**src/rtl/uart_receiver.sv**
```systemverilog
// 8N1 UART receiver with a 2-flop input synchronizer, mid-bit sampling
// and a single-entry valid/ready holding register.
module uart_receiver #(
    parameter int CLK_HZ = 100_000_000,
    parameter int BAUD   = 115_200
) (
    input  logic       gclk,
    input  logic       rstn,
    input  logic       rx,
    output logic [7:0] data,
    output logic       valid,
    input  logic       ready,
    output logic       frame_err,
    output logic       overrun
);

    localparam int DIV  = (CLK_HZ + BAUD / 2) / BAUD;
    localparam int HALF = DIV / 2;
    localparam int CW   = $clog2(DIV);

    localparam logic [CW-1:0] CNT_HALF = CW'(HALF - 1);
    localparam logic [CW-1:0] CNT_LAST = CW'(DIV - 1);

    if (DIV < 4) begin : g_div_check
        $error("uart_receiver: CLK_HZ/BAUD must round to at least 4");
    end

    typedef enum logic [2:0] {
        IDLE,
        START,
        DATA,
        STOP,
        WAIT_HIGH
    } state_t;

    state_t        state;
    logic          rx_meta;
    logic          rx_s;
    logic [CW-1:0] baud_cnt;
    logic [2:0]    bit_idx;
    logic [7:0]    shreg;

    // Synchronizer resets to the idle level so reset release cannot look like a start bit.
    always_ff @(posedge gclk or negedge rstn) begin
        if (!rstn) begin
            rx_meta <= 1'b1;
            rx_s    <= 1'b1;
        end else begin
            rx_meta <= rx;
            rx_s    <= rx_meta;
        end
    end

    always_ff @(posedge gclk or negedge rstn) begin
        if (!rstn) begin
            state     <= IDLE;
            baud_cnt  <= '0;
            bit_idx   <= '0;
            shreg     <= '0;
            data      <= '0;
            valid     <= 1'b0;
            frame_err <= 1'b0;
            overrun   <= 1'b0;
        end else begin
            frame_err <= 1'b0;
            overrun   <= 1'b0;
            if (valid && ready) begin
                valid <= 1'b0;
            end

            case (state)
                IDLE: begin
                    if (!rx_s) begin
                        state    <= START;
                        baud_cnt <= '0;
                    end
                end

                START: begin
                    if (baud_cnt == CNT_HALF) begin
                        baud_cnt <= '0;
                        if (!rx_s) begin
                            state   <= DATA;
                            bit_idx <= '0;
                        end else begin
                            state <= IDLE;
                        end
                    end else begin
                        baud_cnt <= baud_cnt + 1'b1;
                    end
                end

                DATA: begin
                    if (baud_cnt == CNT_LAST) begin
                        baud_cnt <= '0;
                        shreg    <= {rx_s, shreg[7:1]};
                        if (bit_idx == 3'd7) begin
                            state <= STOP;
                        end else begin
                            bit_idx <= bit_idx + 1'b1;
                        end
                    end else begin
                        baud_cnt <= baud_cnt + 1'b1;
                    end
                end

                STOP: begin
                    if (baud_cnt == CNT_LAST) begin
                        baud_cnt <= '0;
                        if (rx_s) begin
                            state <= IDLE;
                            // A same-cycle transfer frees the holding register for the new byte.
                            if (!valid || ready) begin
                                data  <= shreg;
                                valid <= 1'b1;
                            end else begin
                                overrun <= 1'b1;
                            end
                        end else begin
                            frame_err <= 1'b1;
                            state     <= WAIT_HIGH;
                        end
                    end else begin
                        baud_cnt <= baud_cnt + 1'b1;
                    end
                end

                WAIT_HIGH: begin
                    if (rx_s) begin
                        state <= IDLE;
                    end
                end

                default: begin
                    state <= IDLE;
                end
            endcase
        end
    end

endmodule

```
**config.mk**
```make
export PLATFORM = sky130hd
export DESIGN_NAME = uart_receiver
export DESIGN_NICKNAME = d
export VERILOG_FILES = /design/src/rtl/uart_receiver.sv
export SDC_FILE = /design/constraint.sdc
export NUM_CORES = 1
export LEC_CHECK = 0
export ABC_CLOCK_PERIOD_IN_PS = 3100
export CAP_MARGIN = 20
export CORE_MARGIN = 3
export CORE_UTILIZATION = 59
export CTS_BUF_LIST = sky130_fd_sc_hd__clkbuf_4 sky130_fd_sc_hd__clkbuf_8
export DETAILED_ROUTE_END_ITERATION = 6
export HOLD_SLACK_MARGIN = 0.06
export MAX_ROUTING_LAYER = met4
export PLACE_DENSITY = 0.77
export SYNTH_ARGS = -nofsm -noshare
export SYNTH_HDL_FRONTEND = slang
export SYNTH_SLANG_ARGS = --single-unit
```
**constraint.sdc**
```tcl
create_clock -name gclk -period 3.1 [get_ports gclk]
set_input_delay 0.31 -clock gclk [delete_from_list [all_inputs] [get_ports gclk]]
set_output_delay 0.31 -clock gclk [all_outputs]
set_load 0.02 [all_outputs]
```
==> run_results.csv <==
group,metric,value,unit
clock_network,hold_buffers,0,
worst_setup_path,max_stage_delay,0.44,ns
cells_and_area,drive_gt1_share,19.1,%
placement,dp_hpwl,2.24,mm
clock_network,ctsHtreeMaxLevel,2,
floorplan,fp.dieH,60.7,µm
timing,fin_skew,0.0195,ns
cells_and_area,fin_nets,185,
global_route,grt_util_all_layers,20.3,%
clock_network,cts_buffer_depth,2,
timing,worstMarginPinSlew,0.901,ns
clock_network,path_clk_slew,0.12,ns
clock_network,post_cts_buffers,0,
pwr,intPower,610,µW
timing,slew-limit-headroom,39.5,%
clock_network,ctsResizeCount,0,
worst_setup_path,critPathRequiredTime,3.32,ns
yosys,synth_edf_count,0,
route,dr.pass1.iters,4,
timing,max_freq,425,MHz
floorplan,rows,19,
yosys,netlist_instances,162,
cells_and_area,diodes,0,
pwr,seqPwrFrac,62.9,%
cells_and_area,seq_area,928,µm²
yosys,ys_ff_latch,37,
route,via_count,1262,
yosys,yosys_warnings,0,
pwr,power.switching,164,µW
global_route,antenna_found_initial,0,
job,cap_violations,0,
worst_setup_path,slowest_stage,"dfrtp_1",
yosys,synth_area,1770,µm²
cells_and_area,n_fill_cell,224,
placement,portBuffers,14,
cells_and_area,multi_input_area,793,µm²
cells_and_area,fin_util,71.1,%
worst_setup_path,r2r-end,"baud_cnt[4]$_DFFE_PN0P_",
timing,min_period,2.35,ns
worst_setup_path,critPathCaptureType,"flip-flop",
yosys,ys_seq_area_share,52.5,%
min_path,hp-class,"input pin to async pin",
timing,finalMaxSlewViolations,0,
global_route,grt_max_degree,38,
yosys,synthesis.nets,170,
route,route.top_layer_used,"met4",
worst_setup_path,cp_cell_sequence,"or3b_4 > nor4_2 > o21ai_1 > and3_1 > a211o_1",
worst_setup_path,critPathKind,"flip-flop to flip-flop",
yosys,syn_area_per_cell,10.9,µm²
worst_setup_path,critPathCapture,"baud_cnt[4]$_DFFE_PN0P_",
pwr,swShare,21.2,%
cells_and_area,layout_commonest_cell,"dfrtp_1",
timing,tns,0,ns
floorplan,coreArea,2810,µm²
worst_setup_path,r2r-start,"baud_cnt[3]$_DFFE_PN0P_",
timing,final-setup-viol-count,0,
worst_setup_path,crit_path_start_kind,"flip-flop",
cells_and_area,final_cell_mix,"dfrtp_1, mux2_2, clkdlybuf4s50_1",
yosys,synth_ff_type,"dfrtp_1",
pwr,pwr-share-comb,2.0,%
outcome,status,"completed",
cells_and_area,area_growth,12.8,%
worst_setup_path,r2r_slack,0.75,ns
route,drc,0,
global_route,grt_pass1_vias,1134,
pwr,clkPwrFrac,35.1,%
pwr,power.total,774,µW
route,wl,3.17,mm
global_route,grt.overflow.total,0,
yosys,async_flop_share,100,%
clock_network,cts.sinks,37,
global_route,grt_pass1_wl,5.24,mm
placement,place_area,1930,µm²
floorplan,start_util,63.0,%
timing,hold_slack,0.360,ns
timing,min_period_over_period,75.9,%
worst_setup_path,crit_start,"baud_cnt[3]$_DFFE_PN0P_",
placement,gp_congestion,0.888,
route,detail_route.vias_per_cell,6.04,
route,dr_wl_met2,1.44,mm
pwr,p_per_area,388,nW/µm²
route,wl_met3,159,µm
clock_network,clk-insertion-delay-late,0.34,ns
worst_setup_path,cp.depth,5,
clock_network,cts_buffers,5,
worst_setup_path,rr_worst_depth,5,
route,wl_per_cell,15.2,µm
route,m1WireLength,1.52,mm
worst_setup_path,cp_max_fo,14,
timing,timing_hold_violations_final,0,
floorplan,die_w,60.7,µm
timing,rsz0062_at_grt,"false",
clock_network,cts_tree,"built",
pwr,peakVddDrop,0.000357,V
clock_network,cts_root_buf,"clkbuf_4",
floorplan,die_area,3690,µm²
cells_and_area,stdcell_area,1990,µm²
worst_setup_path,worstPathArrival,2.57,ns
route,ant_nets,0,
pwr,p_leak,0.945,nW
yosys,synth.distinct_cells,39,
route,drt-initial-drc-count,53,
worst_setup_path,critPathBufInv,0,
floorplan,pin_count,15,
worst_setup_path,cpLargestDelayFamily,"simple AND/OR/NAND/NOR gates",
## synth_stat cells, drive strengths merged (4+ instances only)
| cell type | n | share of area, % |
|---|---|---|
| mux2 | 16 | 10 |
| inv | 5 | 1.1 |
| a21oi | 10 | 2.8 |
| a31oi | 5 | 1.8 |
| clkbuf | 7 | 1.5 |
| nand3 | 7 | 2.0 |
| nor3 | 6 | 2.3 |
| ha | 4 | 2.8 |
| o21ai | 7 | 2.0 |
| nand2 | 13 | 2.8 |
| dfrtp | 35 | 50 |
| nor2 | 8 | 1.7 |
## cell type report
type / count / area share [%]
Multi-Input combinational cell: 113 / 39.8
Tap cell: 31 / 1.95
Sequential cell: 37 / 46.6
Inverter: 5 / 0.942
Timing Repair Buffer: 15 / 7.41
Clock inverter: 1 / 0.377
Clock buffer: 7 / 2.95
## logic make-up (layout without fill, tap and decap cells)
group | Yosys count | in the layout | synth area share [%]
fa+ha+maj | 4 | 4 | 2.83
simple gates | 57 | 57 | 18.6
compound gates | 34 | 34 | 12.1
mux | 18 | 18 | 11.3
flops | 37 | 37 | 52.5
buf+inv | 12 | 28 | 2.55
## stage by stage
stage / instances / worst slack [ns]
final: 209 / 0.746
after CTS: 209 / 0.763
after detailed placement: 201 / 0.793
after global routing: 209 / 0.590
after floorplan: 162 / 0.954
after global placement: 201 / 0.827
## worst min path at each step
stage                      start                       to  slack (ns)  cells past startpoint
3_3_place_gp   rx_meta$_DFF_PN1_           rx_s$_DFF_PN1_        0.35                      0
3_5_place_dp   rx_meta$_DFF_PN1_           rx_s$_DFF_PN1_        0.35                      0
5_1_grt                       rx        rx_meta$_DFF_PN1_        0.34                      1
2_1_floorplan               rstn  baud_cnt[0]$_DFFE_PN0P_        0.01                      0
6_report                    rstn     state[0]$_DFFE_PN0P_        0.36                      2
4_1_cts                       rx        rx_meta$_DFF_PN1_        0.35                      1
## flip-flops by register name, indices dropped and copies added, names as in the netlist
register	count
baud_cnt	10
data	8
shreg	8
bit_idx	3
state	3
frame_err	1
overrun	1
rx_meta	1
rx_s	1
valid	1
## layer usage
layer  vias up  track usage [%]
li1        628                -
met1       598             26.4
met2        31             29.6
met3         5             7.66
met4         0             6.50
met5         -                -
## power groups by stage
stage | Combinational (mW) | Clock [mW] | Sequential (mW)
CTS | 0.0165 | 0.283 | 0.487
finish | 0.0157 | 0.271 | 0.487
global placement | 0.0160 | 0 | 0.496
detailed placement | 0.0166 | 0 | 0.496
global route | 0.0182 | 0.304 | 0.488
floorplan | 0.00377 | 0 | 0.494
No activity file was read; power rests on OpenSTA's default activity.
